<file path="src/rtl/frame_timing_pkg.sv">
// frame_timing_pkg: timing types, preset modes, FSM states and bus packing for frame_timing_ctrl
package frame_timing_pkg;
  typedef struct packed {
    logic [10:0] width;
    logic [10:0] height;
    logic [8:0]  h_front;
    logic [8:0]  h_sync;
    logic [8:0]  h_back;
    logic [5:0]  v_front;
    logic [5:0]  v_sync;
    logic [7:0]  v_back;
  } timing_t;
  typedef struct packed {
    logic [21:0] res;
    logic [31:0] front;
    logic [31:0] back;
    logic [31:0] sync;
  } bus_t;
  typedef enum logic [1:0] {IDLE, WAIT_VS, HOLD, SETTLE} state_t;
  localparam timing_t MODE_640X480 = '{width: 11'd640, height: 11'd480, h_front: 9'd16, h_sync: 9'd96,
    h_back: 9'd48, v_front: 6'd10, v_sync: 6'd2, v_back: 8'd33};
  localparam timing_t MODE_800X600 = '{width: 11'd800, height: 11'd600, h_front: 9'd40, h_sync: 9'd128,
    h_back: 9'd88, v_front: 6'd1, v_sync: 6'd4, v_back: 8'd23};
  localparam timing_t MODE_1024X768 = '{width: 11'd1024, height: 11'd768, h_front: 9'd24, h_sync: 9'd136,
    h_back: 9'd160, v_front: 6'd3, v_sync: 6'd6, v_back: 8'd29};
  localparam timing_t MODE_1280X1024 = '{width: 11'd1280, height: 11'd1024, h_front: 9'd48, h_sync: 9'd112,
    h_back: 9'd248, v_front: 6'd1, v_sync: 6'd3, v_back: 8'd38};
  function automatic bus_t pack_timing(input timing_t t);
    return '{res: {t.width, t.height},
             front: {7'd0, t.h_front, 10'd0, t.v_front},
             back: {7'd0, t.h_back, 8'd0, t.v_back},
             sync: {7'd0, t.h_sync, 10'd0, t.v_sync}};
  endfunction
endpackage

</file>
<file path="src/rtl/frame_timing_ctrl_if.sv">
// frame_timing_ctrl_if: host request, custom staging, generator feedback and config bus bundle
// master: host/generator side driving requests, staging writes and v_sync
// slave: the controller driving ack/err/busy, generator reset, timing buses and locked
interface frame_timing_ctrl_if;
  logic        cfg_req;
  logic [2:0]  cfg_mode;
  logic        cfg_ack;
  logic        cfg_err;
  logic        cfg_busy;
  logic        cust_wr;
  logic [1:0]  cust_addr;
  logic [31:0] cust_data;
  logic        fg_v_sync;
  logic        fg_reset_n;
  logic [21:0] resolution;
  logic [31:0] Hfrporch_Vfrporch;
  logic [31:0] Hbkporch_Vbkporch;
  logic [31:0] Hsyncpulse_Vsyncpulse;
  logic        locked;
  modport master (
    output cfg_req, cfg_mode, cust_wr, cust_addr, cust_data, fg_v_sync,
    input  cfg_ack, cfg_err, cfg_busy, fg_reset_n, resolution,
           Hfrporch_Vfrporch, Hbkporch_Vbkporch, Hsyncpulse_Vsyncpulse, locked
  );
  modport slave (
    input  cfg_req, cfg_mode, cust_wr, cust_addr, cust_data, fg_v_sync,
    output cfg_ack, cfg_err, cfg_busy, fg_reset_n, resolution,
           Hfrporch_Vfrporch, Hbkporch_Vbkporch, Hsyncpulse_Vsyncpulse, locked
  );
endinterface

</file>
<file path="src/rtl/timing_mode_rom.sv">
// timing_mode_rom: combinational preset lookup from mode index to timing_t
// idx: preset index; t: timing words (unknown indices fall back to 640x480)
module timing_mode_rom import frame_timing_pkg::*; (
  input  logic [2:0] idx,
  output timing_t    t
);
  assign t = idx == 3'd1 ? MODE_800X600 :
             idx == 3'd2 ? MODE_1024X768 :
             idx == 3'd3 ? MODE_1280X1024 : MODE_640X480;
endmodule

</file>
<file path="src/rtl/frame_timing_ctrl.sv">
// frame_timing_ctrl: applies timing-mode changes to the frame generator at frame boundaries
// clk: pixel clock; reset: async active-low; bus (slave): cfg handshake, custom staging,
// generator v_sync in, generator reset/config buses/locked out.
// FRAME_TIMING_CUSTOM_EN: builds the custom staging registers and makes mode 7 legal.
module frame_timing_ctrl import frame_timing_pkg::*; #(
  parameter int NUM_MODES     = 4,
  parameter int HOLD_CYCLES   = 4,
  parameter int SETTLE_FRAMES = 2,
  parameter int VS_TIMEOUT    = 4194304
) (
  input logic clk,
  input logic reset,
  frame_timing_ctrl_if.slave bus
);
  localparam int TW = $clog2(VS_TIMEOUT + 1);
  localparam int HW = $clog2(HOLD_CYCLES + 1);
  localparam int SW = $clog2(SETTLE_FRAMES + 1);
  state_t state;
  timing_t rom_t, sel, pend, cur;
  bus_t words;
  logic vs_q, vs_p, fall, armed, boot, sel_ok, unused_cust;
  logic [TW-1:0] tcnt;
  logic [HW-1:0] hcnt;
  logic [SW-1:0] scnt;
  timing_mode_rom u_rom (.idx(bus.cfg_mode), .t(rom_t));
  assign unused_cust = ^{bus.cust_wr, bus.cust_addr, bus.cust_data};
`ifdef FRAME_TIMING_CUSTOM_EN
  timing_t stg;
  always_ff @(posedge clk or negedge reset)
    if (!reset) stg <= '0;
    else if (bus.cust_wr) begin
      if (bus.cust_addr == 2'd0) {stg.width, stg.height} <= bus.cust_data[21:0];
      if (bus.cust_addr == 2'd1) {stg.h_front, stg.v_front} <= {bus.cust_data[24:16], bus.cust_data[5:0]};
      if (bus.cust_addr == 2'd2) {stg.h_back, stg.v_back} <= {bus.cust_data[24:16], bus.cust_data[7:0]};
      if (bus.cust_addr == 2'd3) {stg.h_sync, stg.v_sync} <= {bus.cust_data[24:16], bus.cust_data[5:0]};
    end
  assign sel = bus.cfg_mode == 3'd7 ? stg : rom_t;
  assign sel_ok = int'(bus.cfg_mode) < NUM_MODES ||
                  (bus.cfg_mode == 3'd7 && stg.width != '0 && stg.height != '0);
`else
  assign sel = rom_t;
  assign sel_ok = int'(bus.cfg_mode) < NUM_MODES;
`endif
  // falling edge of the once-registered v_sync marks a frame boundary
  assign fall = vs_p & ~vs_q;
  always_ff @(posedge clk or negedge reset)
    if (!reset) begin
      state          <= HOLD;
      pend           <= MODE_640X480;
      cur            <= MODE_640X480;
      vs_q           <= 1'b1;
      vs_p           <= 1'b1;
      armed          <= 1'b0;
      boot           <= 1'b1;
      tcnt           <= '0;
      hcnt           <= '0;
      scnt           <= '0;
      bus.fg_reset_n <= 1'b0;
      bus.locked     <= 1'b0;
      bus.cfg_busy   <= 1'b1;
      bus.cfg_ack    <= 1'b0;
      bus.cfg_err    <= 1'b0;
    end else begin
      vs_q        <= bus.fg_v_sync;
      vs_p        <= vs_q;
      bus.cfg_ack <= 1'b0;
      bus.cfg_err <= 1'b0;
      if (!bus.cfg_req) armed <= 1'b1;
      case (state)
        IDLE: if (bus.cfg_req && armed) begin
          armed <= 1'b0;
          boot  <= 1'b0;
          // a rejected request never disturbs locked/busy, so they read as unchanged
          if (sel_ok) begin
            pend         <= sel;
            bus.locked   <= 1'b0;
            bus.cfg_busy <= 1'b1;
            tcnt         <= '0;
            state        <= WAIT_VS;
          end else begin
            bus.cfg_ack <= 1'b1;
            bus.cfg_err <= 1'b1;
          end
        end
        WAIT_VS: if (fall || tcnt == TW'(VS_TIMEOUT - 1)) begin
          cur            <= pend;
          bus.fg_reset_n <= 1'b0;
          hcnt           <= '0;
          state          <= HOLD;
        end else tcnt <= tcnt + 1'b1;
        HOLD: if (hcnt == HW'(HOLD_CYCLES - 1)) begin
          bus.fg_reset_n <= 1'b1;
          scnt           <= '0;
          state          <= SETTLE;
        end else hcnt <= hcnt + 1'b1;
        SETTLE: if (fall) begin
          if (scnt == SW'(SETTLE_FRAMES - 1)) begin
            bus.locked   <= 1'b1;
            bus.cfg_busy <= 1'b0;
            bus.cfg_ack  <= ~boot;
            state        <= IDLE;
          end else scnt <= scnt + 1'b1;
        end
        default: state <= IDLE;
      endcase
    end
  assign words                     = pack_timing(cur);
  assign bus.resolution            = words.res;
  assign bus.Hfrporch_Vfrporch     = words.front;
  assign bus.Hbkporch_Vbkporch     = words.back;
  assign bus.Hsyncpulse_Vsyncpulse = words.sync;
endmodule
</file>
<file path="src/flat_wrapper.sv">
// flat-port wrapper written by rule: the top's interface ports become plain ports
module frame_timing_ctrl_flat import frame_timing_pkg::*;
#(
  parameter int NUM_MODES     = 4,
  parameter int HOLD_CYCLES   = 4,
  parameter int SETTLE_FRAMES = 2,
  parameter int VS_TIMEOUT    = 4194304
)
  (clk, reset, bus_cfg_req, bus_cfg_mode, bus_cust_wr, bus_cust_addr, bus_cust_data, bus_fg_v_sync, bus_cfg_ack, bus_cfg_err, bus_cfg_busy, bus_fg_reset_n, bus_resolution, bus_Hfrporch_Vfrporch, bus_Hbkporch_Vbkporch, bus_Hsyncpulse_Vsyncpulse, bus_locked);
  frame_timing_ctrl_if bus_i ();
  input logic clk;
  input logic reset;
  input wire logic [$bits(bus_i.cfg_req)-1:0] bus_cfg_req;
  input wire logic [$bits(bus_i.cfg_mode)-1:0] bus_cfg_mode;
  input wire logic [$bits(bus_i.cust_wr)-1:0] bus_cust_wr;
  input wire logic [$bits(bus_i.cust_addr)-1:0] bus_cust_addr;
  input wire logic [$bits(bus_i.cust_data)-1:0] bus_cust_data;
  input wire logic [$bits(bus_i.fg_v_sync)-1:0] bus_fg_v_sync;
  output wire logic [$bits(bus_i.cfg_ack)-1:0] bus_cfg_ack;
  output wire logic [$bits(bus_i.cfg_err)-1:0] bus_cfg_err;
  output wire logic [$bits(bus_i.cfg_busy)-1:0] bus_cfg_busy;
  output wire logic [$bits(bus_i.fg_reset_n)-1:0] bus_fg_reset_n;
  output wire logic [$bits(bus_i.resolution)-1:0] bus_resolution;
  output wire logic [$bits(bus_i.Hfrporch_Vfrporch)-1:0] bus_Hfrporch_Vfrporch;
  output wire logic [$bits(bus_i.Hbkporch_Vbkporch)-1:0] bus_Hbkporch_Vbkporch;
  output wire logic [$bits(bus_i.Hsyncpulse_Vsyncpulse)-1:0] bus_Hsyncpulse_Vsyncpulse;
  output wire logic [$bits(bus_i.locked)-1:0] bus_locked;
  assign bus_i.cfg_req = bus_cfg_req;
  assign bus_i.cfg_mode = bus_cfg_mode;
  assign bus_i.cust_wr = bus_cust_wr;
  assign bus_i.cust_addr = bus_cust_addr;
  assign bus_i.cust_data = bus_cust_data;
  assign bus_i.fg_v_sync = bus_fg_v_sync;
  assign bus_cfg_ack = bus_i.cfg_ack;
  assign bus_cfg_err = bus_i.cfg_err;
  assign bus_cfg_busy = bus_i.cfg_busy;
  assign bus_fg_reset_n = bus_i.fg_reset_n;
  assign bus_resolution = bus_i.resolution;
  assign bus_Hfrporch_Vfrporch = bus_i.Hfrporch_Vfrporch;
  assign bus_Hbkporch_Vbkporch = bus_i.Hbkporch_Vbkporch;
  assign bus_Hsyncpulse_Vsyncpulse = bus_i.Hsyncpulse_Vsyncpulse;
  assign bus_locked = bus_i.locked;
  frame_timing_ctrl #(.NUM_MODES(NUM_MODES), .HOLD_CYCLES(HOLD_CYCLES), .SETTLE_FRAMES(SETTLE_FRAMES), .VS_TIMEOUT(VS_TIMEOUT)) u_core (.clk(clk), .reset(reset), .bus(bus_i));
endmodule
</file>
<file path="config.mk">
export PLATFORM = sky130hd
export DESIGN_NAME = frame_timing_ctrl_flat
export DESIGN_NICKNAME = d
export VERILOG_FILES = /design/src/rtl/frame_timing_pkg.sv /design/src/rtl/frame_timing_ctrl_if.sv /design/src/rtl/timing_mode_rom.sv /design/src/rtl/frame_timing_ctrl.sv /design/src/flat_wrapper.sv
export SDC_FILE = /design/constraint.sdc
export NUM_CORES = 1
export LEC_CHECK = 0
export ABC_AREA = 1
export BUFFER_PORTS_ARGS = -buffer_cell sky130_fd_sc_hd__clkbuf_2
export CAP_MARGIN = 20
export CORE_ASPECT_RATIO = 1.2
export CORE_UTILIZATION = 50
export DETAILED_ROUTE_END_ITERATION = 16
export PLACE_DENSITY = 0.93
export SLEW_MARGIN = 25
export SYNTH_ARGS = -nofsm -noshare
export SYNTH_HDL_FRONTEND = slang
export SYNTH_SLANG_ARGS = --single-unit
export TNS_END_PERCENT = 30
</file>
<file path="constraint.sdc">
create_clock -name clk -period 4.6 [get_ports clk]
set_input_delay 0.46 -clock clk [delete_from_list [all_inputs] [get_ports clk]]
set_output_delay 0.46 -clock clk [all_outputs]
set_load 0.01 [all_outputs]
</file>
== Word level (Yosys, flattened, before mapping) ==
Index checks and enable logic that the tools add are counted.
Operators by class
  muxes and demuxes: 43
  reduce and logical (&&, ||, !) cells: 16
  bitwise logic cells: 3
  $lt $le $gt $ge: 1
  $add $sub $neg: 3
  eq/ne operators: 18
Operators with widths (count)
  69-bit 2-to-1 mux: 3
  23-bit 2-to-1 mux: 3
  23-bit case mux with 2 select lines: 1
  23-bit by 1-bit adder with 23-bit output (second input constant): 1
  23-bit by 22-bit == test with 1-bit output (second input constant): 1
  1-bit 2-to-1 mux: 18
  2-bit 2-to-1 mux: 9
  2-bit by 1-bit != test with 1-bit output (second input constant): 6
  3-bit by 2-bit == test with 1-bit output (second input constant): 3
  3-bit AND reduction: 3
  1-bit case mux with 2 select lines: 4
  2-bit case mux with 4 select lines: 1
  4-bit AND reduction: 2
  2-bit nonzero test: 4
  3-bit 2-to-1 mux: 2
  2-bit != test (second input constant): 3
  3-bit case mux with 2 select lines: 1
  6-bit AND reduction: 1
  5-bit AND reduction: 1
  2-bit by 1-bit == test with 1-bit output (second input constant): 2
  2-bit == test (second input constant): 2
  2-bit case mux with 2 select lines: 1
  2-bit AND reduction: 2
  3-bit by 1-bit adder with 3-bit output (second input constant): 1
  other kinds (8): 9
Storage, ports and cells
  bits of input ports: 42
  logic and storage cells: 113
  flip-flop bits (word level): 177
  output and inout port bits: 123

== Logic depth before layout (Yosys ltp) ==
Gate-level depths: netlist of run 1.
  word-level depth: 5
  gate-level depth with buffers: 12
  gate-level depth less buffers: 11

== By module ==
From an unflattened synthesis of run 1, not the netlist that was laid out.
Second synthesis, totals
  cell total of the unflattened synthesis: 995
  area, all modules: 8395.6 um^2
Modules (own cells, without submodules)
  frame_timing_ctrl: cells each 922, area each 7892.6 um^2, seq. area each 4475.5 um^2, instances 1
  timing_mode_rom: cells each 73, area each 503.0 um^2, seq. area each 0.0 um^2, instances 1

== Least setup slack after synthesis of run 1 ==
OpenSTA, ideal clock, no wires.
  path type: flip-flop to flip-flop
  from: register u_core.state[0]
  to: register u_core.tcnt[10]
  buffers on the path: 0
  slack: 2878 ps
  data arrival time: 1657 ps
  stages on the path, launching flop included: 10
  library setup time: 65 ps
  clock period less this slack: 1722 ps
  required time: 4535 ps
  cells stage by stage: dfrtp_1 > inv_1 > ha_1 > inv_1 > nor2_1 > nand2_1 > o21ai_2 > a21boi_1 > nand2_1 > nand2_1
Between the ends
  cells in the longest elaborated chain, start to end: 3
  elaborated cells on any way between the ends: 8
  those cells by class: eq/ne (4); mux (1); reduce/logical (3)
RTL lines
  start: declaration: RTL line frame_timing_ctrl.sv:18  | state_t state;
  start signal: assignment: RTL line frame_timing_ctrl.sv:48  | state <= HOLD;
  start signal: assignment: RTL line frame_timing_ctrl.sv:79  | state <= WAIT_VS;
  start signal: assignment: RTL line frame_timing_ctrl.sv:89  | state <= HOLD;
  2-bit by 1-bit == test with 1-bit output / 2-bit logical NOT (equally long branches): RTL line frame_timing_ctrl.sv:69  | case (state)
  2-bit != test (no line), or another cell as far along
  4-bit AND reduction (no line)
  end signal: assignment: RTL line frame_timing_ctrl.sv:90  | end else tcnt <= tcnt + 1'b1;
  end: declaration: RTL line frame_timing_ctrl.sv:22  | logic [TW-1:0] tcnt;
Several ways; a longest one is shown, not always the timed one.
A chain may end at the register's enable or synchronous reset.

== Final worst setup path of run 1 ==
  from: register u_core.state[0]
  to: register u_core.tcnt[22]
Same word-level chain as after synthesis.

==> results of run 1 <==
==> synth_stat cells, drive strengths merged <==
| cell type | instances |
|---|---|
| nand2 | 159 |
| o21ai | 22 |
| xor2 | 6 |
| o22ai | 3 |
| inv | 51 |
| a21oi | 4 |
| dfstp | 19 |
| nand3 | 22 |
| a21boi | 1 |
| or2 | 2 |
| nor3b | 1 |
| a22oi | 1 |
| o21a | 3 |
| dfrtp | 48 |
| conb | 1 |
| xnor2 | 2 |
| nor3 | 3 |
| buf | 110 |
| nor2 | 63 |
| nand4 | 11 |
| o31ai | 2 |
| ha | 8 |
| o21bai | 3 |
| clkbuf | 2 |
| a31oi | 1 |
==> cells by family (layout without fill, tap and decap cells) <==
logic type               count (synthesis)  after routing  synth area share (%)
AND/OR/NAND/NOR                        261            261                  26.1
XOR/XNOR                                 8              8                  1.65
adder cells (fa/ha/maj)                  8              8                  2.36
buffers and inverters                  163            117                  24.1
flip-flops                              67             67                  40.2
AO/OA/AOI/OAI                           40             40                  5.53
other                                    1             80                0.0886
==> layout by cell type (no fill, tap or decap), types with 4 or more instances in the layout <==
cell type  synthesis  routed
nand2_1          153     153
dfstp_2           19      19
o21ai_0            9       9
inv_1             50      50
ha_1               8       8
clkbuf_2           1      49
nor2_1            60      60
dfrtp_1           48      48
a21oi_1            4       4
nand3_1           22      22
o21ai_1           12      12
conb_1             1      80
nand4_1           11      11
nand2_4            4       4
clkbuf_8           0       9
xor2_1             6       6
==> cell type report <==
cell class / count / area (um2) / area share [%]
Clock inverter: 7 / 105 / 2.43
Timing Repair Buffer: 50 / 253 / 5.84
Multi-Input combinational cell: 397 / 1810 / 41.8
Sequential cell: 67 / 1700 / 39.3
Inverter: 51 / 191 / 4.43
Tap cell: 114 / 143 / 3.30
Clock buffer: 9 / 124 / 2.86
==> metal layers <==
layer	up-vias	global-route usage, %
met5	-	0
met4	0	8.59
met3	13	3.68
met2	118	34.9
met1	1522	22.5
li1	1581	-
==> power groups by stage <==
| stage | sequential, uW | clock (uW) | combinational (uW) |
|---|---|---|---|
| after floorplan | 923 | 0 | 695 |
| after global routing | 926 | 602 | 916 |
| after CTS | 905 | 580 | 832 |
| after detailed placement | 914 | 0 | 820 |
| final | 905 | 570 | 831 |
| after global placement | 902 | 0 | 778 |
==> sequential cells by signal, summed over array words and instances, names as in the netlist, 2 cells and up <==
name	cells
u_core.bus.Hbkporch_Vbkporch	2
u_core.bus.Hfrporch_Vfrporch	2
u_core.bus.Hsyncpulse_Vsyncpulse	3
u_core.bus.resolution	7
u_core.hcnt	3
u_core.pend	14
u_core.scnt	2
u_core.state	2
u_core.tcnt	23
==> how the worst max path moves through the flow <==
stage | startpoint | endpoint | slack, ps
6_report | u_core.state[0]$_DFFE_PN0P_ | u_core.tcnt[22]$_DFFE_PN0P_ | 2110
5_1_grt | u_core.state[0]$_DFFE_PN0P_ | u_core.tcnt[20]$_DFFE_PN0P_ | 1830
4_1_cts | u_core.state[0]$_DFFE_PN0P_ | u_core.tcnt[22]$_DFFE_PN0P_ | 2030
3_5_place_dp | u_core.state[0]$_DFFE_PN0P_ | u_core.tcnt[22]$_DFFE_PN0P_ | 2050
3_3_place_gp | u_core.state[1]$_DFFE_PN1P_ | u_core.tcnt[10]$_DFFE_PN0P_ | 2200
2_1_floorplan | u_core.state[0]$_DFFE_PN0P_ | u_core.tcnt[10]$_DFFE_PN0P_ | 2880
==> stage by stage <==
stage | cell area [um2] | power [uW] | util, %
after global placement | 4100 | 1680 | 50.2
final | 4330 | 2310 | 53.1
after global routing | 4330 | 2440 | 53.1
after floorplan | 4530 | 1620 | -
after detailed placement | 4100 | 1730 | 50.2
after CTS | 4330 | 2320 | 53.1
==> flow_metrics.env, run 1 <==
export IMPL_nets=626
export IMPL_area_growth_synth_to_final_pct=2.16
export IMPL_worstPathArrival_ps=2780
export IMPL_synth_top_area_share_pct=28.4
export IMPL_worst_pin_slew_ps=762
export IMPL_netlist_top_cells_area="dfrtp_1, buf_4, nand2_1"
export IMPL_path_class="register to register"
export IMPL_vias_per_cell=4.65
export IMPL_h_tree_depth=3
export IMPL_dp_slack_ps=2050
export IMPL_antenna_found_initial=0
export IMPL_layout_drive_gt1_share_pct=16.9
export IMPL_critical_path_max_fanout=12
export IMPL_hp_class="primary input to asynchronous set/reset pin"
export IMPL_worstSkewPairLatency_ps=350
export IMPL_critPathSlowestCell="a21boi_1"
export IMPL_finalSetupTns_ps=0
export IMPL_pwr_share_seq_pct=39.3
export IMPL_slew_headroom_pct=49.2
export IMPL_ir_drop_mv=0.422
export IMPL_fp_coreArea_um2=8150
export IMPL_cts_resized=0
export IMPL_grt_pass1_wl_mm=13.3
export IMPL_cp_slowest_stage_delay_ps=650
export IMPL_synth_top_area_cell="dfrtp_1"
export IMPL_diodes=0
export IMPL_power_frac_clock_pct=24.7
export IMPL_cts_buffer_depth=2
export IMPL_grt_max_degree=38
export IMPL_yosysUniqueCellTypes=35
export IMPL_pwr_share_comb_pct=36.0
export IMPL_instances_no_fill=695
export IMPL_outcome="complete, no violations"
export IMPL_cp_num_buf_inv=2
export IMPL_syn_avg_cell_area_um2=7.73
export IMPL_setup_ws_ps=2110
export IMPL_dr_pass1_iters=4
export IMPL_syn_inst=548
export IMPL_cp_common_cell="nand2_1"
export IMPL_wire_per_inst_um=11.5
export IMPL_p_switching_uw=930
export IMPL_row_count=36
export IMPL_cts_setup_buffers=0
export IMPL_crit_cells=9
export IMPL_cts_made_buffers=9
export IMPL_hold_violations=0
export IMPL_power_density_nw_per_um2=533
export IMPL_drc=0
export IMPL_rsz0062_at_grt="no"
export IMPL_start_util_pct=51.9
export IMPL_period_needed_ps=2490
export IMPL_dp_hpwl_mm=5.74
export IMPL_clock_sinks=67
export IMPL_cp_start_kind="register"
export IMPL_finalCritPeriodShare_pct=54.1
export IMPL_port_buffers=49
export IMPL_grtUsageTotal_pct=19.4
export IMPL_synth_seq_area_share_pct=40.2
export IMPL_pin_count=165
export IMPL_regToRegStartpoint="u_core.state[0]$_DFFE_PN0P_"
export IMPL_ant_nets=0
export IMPL_cp_top_family="compound AO/OA/AOI/OAI gates"
export IMPL_drv_slew=0
export IMPL_wirelength_mm=8.02
export IMPL_synth_area_um2=4230
export IMPL_setup_viol=0
export IMPL_max_freq_mhz=402
export IMPL_fp_dieW_um=86.0
export IMPL_cp_required_ps=4890
export IMPL_endpoint_kind="register"
export IMPL_drt_met1_wl_mm=3.19
export IMPL_holdWs_ps=165
export IMPL_timing_rr_end="u_core.tcnt[22]$_DFFE_PN0P_"
export IMPL_grt_pass1_vias=2923
export IMPL_clk_pin_slew_worst_paths_ps=80
export IMPL_wl_met2_mm=4.30
export IMPL_cts_root_buf="clkbuf_8"
export IMPL_cts_tree="built"
export IMPL_yosysWarnings=0
export IMPL_grt_ovfl_total=0
export IMPL_p_leak_uw=0.00228
export IMPL_die_h_um=103
export IMPL_hold_buffers=0
export IMPL_clock_skew_ps=5.60
export IMPL_crit_chain="inv_1 -> ha_1 -> inv_1 -> nor2_1 -> nand2_1 -> o21ai_2 -> a21boi_1 -> nand2_1 -> nand2_1"
export IMPL_wl_met3_um=383
export IMPL_reg2regPathDepth=9
export IMPL_maxUsedRoutingLayer="met4"
export IMPL_via_count=3234
export IMPL_dieArea_um2=8840
export IMPL_ff2ff_setup_slack_ps=2110
export IMPL_drt_iter0_markers=201
export IMPL_maxCapViolCount=0
export IMPL_dp_cells=679
export IMPL_swShare_pct=40.3
export IMPL_ys_ff_latch=67
export IMPL_fillCellCount=709
export IMPL_routabilityCongestion=0.921
export IMPL_p_int_uw=1380
Note: power is estimated with default switching activity, not from simulation.
==> run 2, diff against run 1 <==
Clock period 4.6 ns to 2.5 ns, I/O delays scaled along.
==> run 2 against run 1 <==
  * Global-route usage is 0.84 points higher
  * Worst setup slack worse by 1700 ps
  * Sequential power rose by 86%
  * Register-to-register slack worse by 1700 ps
  * Critical path type unchanged
  * Largest power group unchanged
==> flow_metrics.env, run 2 (synthesis results as in run 1) <==
export IMPL_outcome="complete, no violations"
export IMPL_cts_buffer_depth=2
export IMPL_critical_path_max_fanout=23
export IMPL_pin_count=165
export IMPL_crit_chain="ha_1 -> nand2_2 -> nor2_4 -> nand2_4 -> nor2_4 -> nand2_2 -> nand2_4 -> nand2_4 -> nand2_4 -> nand2_1 -> nand2_1"
export IMPL_port_buffers=49
export IMPL_dr_pass1_iters=5
export IMPL_final_common_cell="nand2_1"
export IMPL_path_class="register to register"
export IMPL_mostFrequentLayoutCells="nand2_1, conb_1, nor2_1"
export IMPL_hp_class="primary input to asynchronous set/reset pin"
export IMPL_via_count=3298
export IMPL_antenna_found_initial=0
export IMPL_clock_sinks=67
export IMPL_maxCapViolCount=0
export IMPL_multi_input_area_um2=1810
export IMPL_routabilityCongestion=0.872
export IMPL_cp_required_ps=2780
export IMPL_cp_common_cell="nand2_4"
export IMPL_holdWs_ps=90.1
export IMPL_largest_reg_flops=23
export IMPL_setup_viol=0
export IMPL_wire_per_inst_um=11.9
export IMPL_finalCritPeriodShare_pct=85.4
export IMPL_area_growth_synth_to_final_pct=3.16
export IMPL_slew_headroom_pct=44.8
export IMPL_cts_resized=0
export IMPL_nets=630
export IMPL_vias_per_cell=4.72
export IMPL_power_density_nw_per_um2=985
export IMPL_top_register="u_core.tcnt"
export IMPL_cts_tree="built"
export IMPL_register_area_um2=1700
export IMPL_grt_max_degree=68
export IMPL_layout_drive_gt1_share_pct=17.1
export IMPL_fp_dieW_um=86.0
export IMPL_grt_pass1_wl_mm=14.1
export IMPL_drc=0
export IMPL_grtUsageTotal_pct=20.2
export IMPL_die_h_um=103
export IMPL_wirelength_mm=8.30
export IMPL_cts_root_buf="clkbuf_8"
export IMPL_worstPathArrival_ps=2410
export IMPL_cp_slowest_stage_delay_ps=440
export IMPL_dp_hpwl_mm=5.95
export IMPL_grt_ovfl_total=0
export IMPL_reg2regPathDepth=11
export IMPL_worstSkewPairLatency_ps=350
export IMPL_drv_slew=0
export IMPL_clk_pin_slew_worst_paths_ps=80
export IMPL_dieArea_um2=8840
export IMPL_finalSetupTns_ps=0
export IMPL_max_freq_mhz=468
export IMPL_start_util_pct=51.9
export IMPL_grt_pass1_vias=3251
export IMPL_fp_coreArea_um2=8150
export IMPL_endpoint_kind="register"
export IMPL_clock_skew_ps=8.21
export IMPL_ant_nets=0
export IMPL_ir_drop_mv=0.767
export IMPL_critPathSlowestCell="dfrtp_1"
export IMPL_diodes=0
export IMPL_fillCellCount=691
export IMPL_cts_made_buffers=9
export IMPL_rsz0062_at_grt="no"
export IMPL_worst_pin_slew_ps=829
export IMPL_hold_violations=0
export IMPL_cp_start_kind="register"
export IMPL_p_leak_uw=0.00230
export IMPL_drt_iter0_markers=206
export IMPL_row_count=36
export IMPL_h_tree_depth=3
export IMPL_period_needed_ps=2140
==> run 2: cell types whose count changed in the layout (fill, tap and decap cells not counted) <==
cell / previous run / this run
inv_8: 1 / 0
inv_6: 3 / 0
buf_4: 1 / 4
bufinv_16: 2 / 3
clkinv_4: 0 / 2
dlygate4sd3_1: 0 / 1
==> run 2: final cells by class <==
cell class              count  area share [%]
flip-flops and latches     67            38.9
clock inverters             6            2.64
multi-input cells         397            41.4
inverters                  51            4.38
well taps                 114            3.27
repair buffers             54            6.53
clock buffers               9            2.84
==> run 2: power breakdown <==
group	switching, uW	internal (uW)
sequential	216	1460
combinational	1020	518
clock	433	660
total	1670	2640
==> run 2: worst max-delay path, delay by kind of cell, from the launching register on <==
kind	cells	cell delay, ps
adder cells (fa/ha/maj)	1	220
flip-flops	1	440
AND/OR/NAND/NOR	10	1430
==> run 2: metrics by stage <==
stage	cell area [um2]	worst slack [ps]	std cells	utilization (%)	power [uW]
after floorplan	4530	778	627	-	2980
after global routing	4370	170	698	53.6	4590
after CTS	4370	382	698	53.6	4320
final	4370	365	698	53.6	4300
after detailed placement	4120	434	682	50.5	3210
after global placement	4120	493	682	50.5	3110
==> run 2: layer usage <==
layer	global-route usage [%]	up-vias	wire length (um)
li1	-	1579	-
met1	22.5	1565	3240
met2	37.1	130	4520
met3	3.36	24	333
met4	10.9	0	199
met5	0	-	0
==> run 2: what timing repair did <==
action | CTS | global route
setup buffers | 0 | 0
hold endpoints to repair | 1 | 0
hold buffers | 1 | 0
==> run 2: final timing paths <==
check                      slack, ps                  startpoint                          end
max in group asynchronous       1880                       reset  u_core.tcnt[18]$_DFFE_PN0P_
hold / removal                    90                       reset  u_core.pend[26]$_DFFE_PN0P_
hold reg to reg                  370       u_core.vs_q$_DFF_PN1_        u_core.vs_p$_DFF_PN1_
min in group clk                 100             bus_cfg_mode[0]  u_core.pend[65]$_DFFE_PN1P_
setup / recovery                 360  u_core.tcnt[0]$_DFFE_PN0P_   u_core.tcnt[4]$_DFFE_PN0P_
setup reg to reg                 360  u_core.tcnt[0]$_DFFE_PN0P_   u_core.tcnt[4]$_DFFE_PN0P_
==> run 3, diff against run 2 <==
Settings changed: BUFFER_PORTS_ARGS -buffer_cell sky130_fd_sc_hd__clkbuf_2 to -buffer_cell sky130_fd_sc_hd__buf_2.
Clock period 2.5 ns to 2.7 ns, I/O delays scaled along.
==> run 3 against run 2 <==
  * Via count shrank 2.7%
  * Maximum frequency fell by 2.5%
  * Cell count down 0.14%
  * Highest routed layer unchanged
  * Largest cell class unchanged
  * Power fell by 9.3%
  * Cell area down 0.63%
  * Combinational power shrank 8%
  * Sequential share of layout area grew 0.25 points
==> flow_metrics.env, run 3 (synthesis results as in run 1) <==
export IMPL_final_common_cell="nand2_1"
export IMPL_dp_slack_ps=546
export IMPL_finalCritPeriodShare_pct=81.1
export IMPL_rsz0062_at_grt="no"
export IMPL_worstSkewPairLatency_ps=350
export IMPL_p_leak_uw=0.00229
export IMPL_drc=0
export IMPL_start_util_pct=51.9
export IMPL_worstPathArrival_ps=2480
export IMPL_ir_drop_mv=0.739
export IMPL_grt_ovfl_total=0
export IMPL_port_buffers=49
export IMPL_cp_required_ps=2990
export IMPL_wirelength_mm=7.85
export IMPL_maxCapViolCount=0
export IMPL_cp_start_kind="register"
export IMPL_vias_per_cell=4.60
export IMPL_hp_class="primary input to asynchronous set/reset pin"
export IMPL_h_tree_depth=3
export IMPL_cts_made_buffers=9
export IMPL_grt_pass1_vias=3045
export IMPL_cts_root_buf="clkbuf_8"
export IMPL_routabilityCongestion=0.878
export IMPL_fp_dieW_um=86.0
export IMPL_reg2regPathDepth=11
export IMPL_largest_reg_flops=23
export IMPL_area_growth_synth_to_final_pct=2.51
export IMPL_register_area_um2=1700
export IMPL_diodes=0
export IMPL_p_switching_uw=1530
export IMPL_path_class="register to register"
export IMPL_hold_violations=0
export IMPL_drv_slew=0
export IMPL_pwr_share_seq_pct=39.3
export IMPL_finalSetupTns_ps=0
export IMPL_ant_nets=0
export IMPL_top_register="u_core.tcnt"
export IMPL_clock_sinks=67
export IMPL_grt_max_degree=68
export IMPL_mostFrequentLayoutCells="nand2_1, conb_1, nor2_1"
export IMPL_clock_skew_ps=8.76
export IMPL_setup_ws_ps=509
export IMPL_fillCellCount=707
export IMPL_multi_input_area_um2=1810
export IMPL_placed_area_um2=4100
export IMPL_power_density_nw_per_um2=899
export IMPL_slew_headroom_pct=45.7
export IMPL_dp_hpwl_mm=5.68
export IMPL_cts_buffer_depth=2
export IMPL_clk_pin_slew_worst_paths_ps=70
export IMPL_design_area_um2=4340
export IMPL_drt_iter0_markers=229
export IMPL_pwr_share_comb_pct=36.3
export IMPL_setup_viol=0
export IMPL_power_frac_clock_pct=24.4
export IMPL_endpoint_kind="register"
export IMPL_worst_pin_slew_ps=814
export IMPL_outcome="complete, no violations"
export IMPL_swShare_pct=39.2
export IMPL_row_count=36
export IMPL_period_needed_ps=2190
export IMPL_dr_pass1_iters=5
export IMPL_pin_count=165
export IMPL_cts_tree="built"
export IMPL_nets=628
export IMPL_fp_coreArea_um2=8150
export IMPL_grtUsageTotal_pct=19.1
export IMPL_dieArea_um2=8840
export IMPL_die_h_um=103
export IMPL_wire_per_inst_um=11.3
export IMPL_via_count=3208
export IMPL_max_freq_mhz=456
export IMPL_layout_drive_gt1_share_pct=16.8
export IMPL_antenna_found_initial=0
export IMPL_grt_pass1_wl_mm=13.2
export IMPL_critical_path_max_fanout=37
export IMPL_p_int_uw=2370
-- run 3: cell count changes in the layout (fill, tap and decap cells not counted), sizes merged --
cell / delta
clkbuf: -47
bufinv: -1
clkinv: -1
inv: +1
buf: +47
-- run 3: power by group through the flow --
stage / sequential (uW) / combinational [uW] / clock, uW
6_report: 1530 / 1410 / 952
5_1_grt: 1570 / 1590 / 997
4_1_cts: 1530 / 1420 / 961
3_5_place_dp: 1550 / 1410 / 0
3_3_place_gp: 1530 / 1340 / 0
2_1_floorplan: 1570 / 1180 / 0
-- run 3: cell type report --
class	instances	area share, %
multi-input combinational	397	41.7
sequential	67	39.2
timing repair buffer	52	6.23
inverter	51	4.41
tap	114	3.29
clock buffer	11	3.26
clock inverter	5	1.96
-- run 3: worst paths after layout --
check | start | end | slack [ps]
min | reset | u_core.bus.Hsyncpulse_Vsyncpulse[19]$_DFFE_PN0P_ | 80
max | u_core.tcnt[0]$_DFFE_PN0P_ | u_core.tcnt[2]$_DFFE_PN0P_ | 510
max in group asynchronous | reset | u_core.tcnt[21]$_DFFE_PN0P_ | 2080
min reg2reg | u_core.vs_q$_DFF_PN1_ | u_core.vs_p$_DFF_PN1_ | 370
max reg2reg | u_core.tcnt[0]$_DFFE_PN0P_ | u_core.tcnt[2]$_DFFE_PN0P_ | 510
min in group clk | bus_cfg_mode[0] | u_core.pend[65]$_DFFE_PN1P_ | 120
-- run 3: worst max-delay path, stage by stage, from the launching register on --
cell	delay (ps)
dfrtp_1	450
ha_1	220
nand2_2	100
nor2_4	230
nand2_4	90
nor2_4	130
nand2_2	80
nand2_4	90
nand2_4	230
nand2_4	320
nand2_1	100
nand2_1	70
-- run 3: metrics by stage --
stage	hold WS, ps	total power, uW	util (%)	cells
6_report	84.0	3900	53.2	697
5_1_grt	119	4150	53.2	697
4_1_cts	109	3920	53.2	697
3_5_place_dp	358	2960	50.3	680
3_3_place_gp	356	2860	50.3	680
2_1_floorplan	-25.6	2760	-	627
-- run 3: layer usage --
layer  GRT usage, %  part of all wire, %  vias up
li1               -                    -     1583
met1           20.7                   40     1467
met2           34.4                   53      137
met3           3.36                  5.0       21
met4           12.8                  2.5        0
met5              0                    0        -
-- run 3: repair_timing --
action / CTS / global route
setup endpoints to repair: 0 / 0
endpoints found under the hold margin: 1 / 0
hold buffers: 1 / 0
setup buffers: 0 / 0
resized for setup: 0 / 0
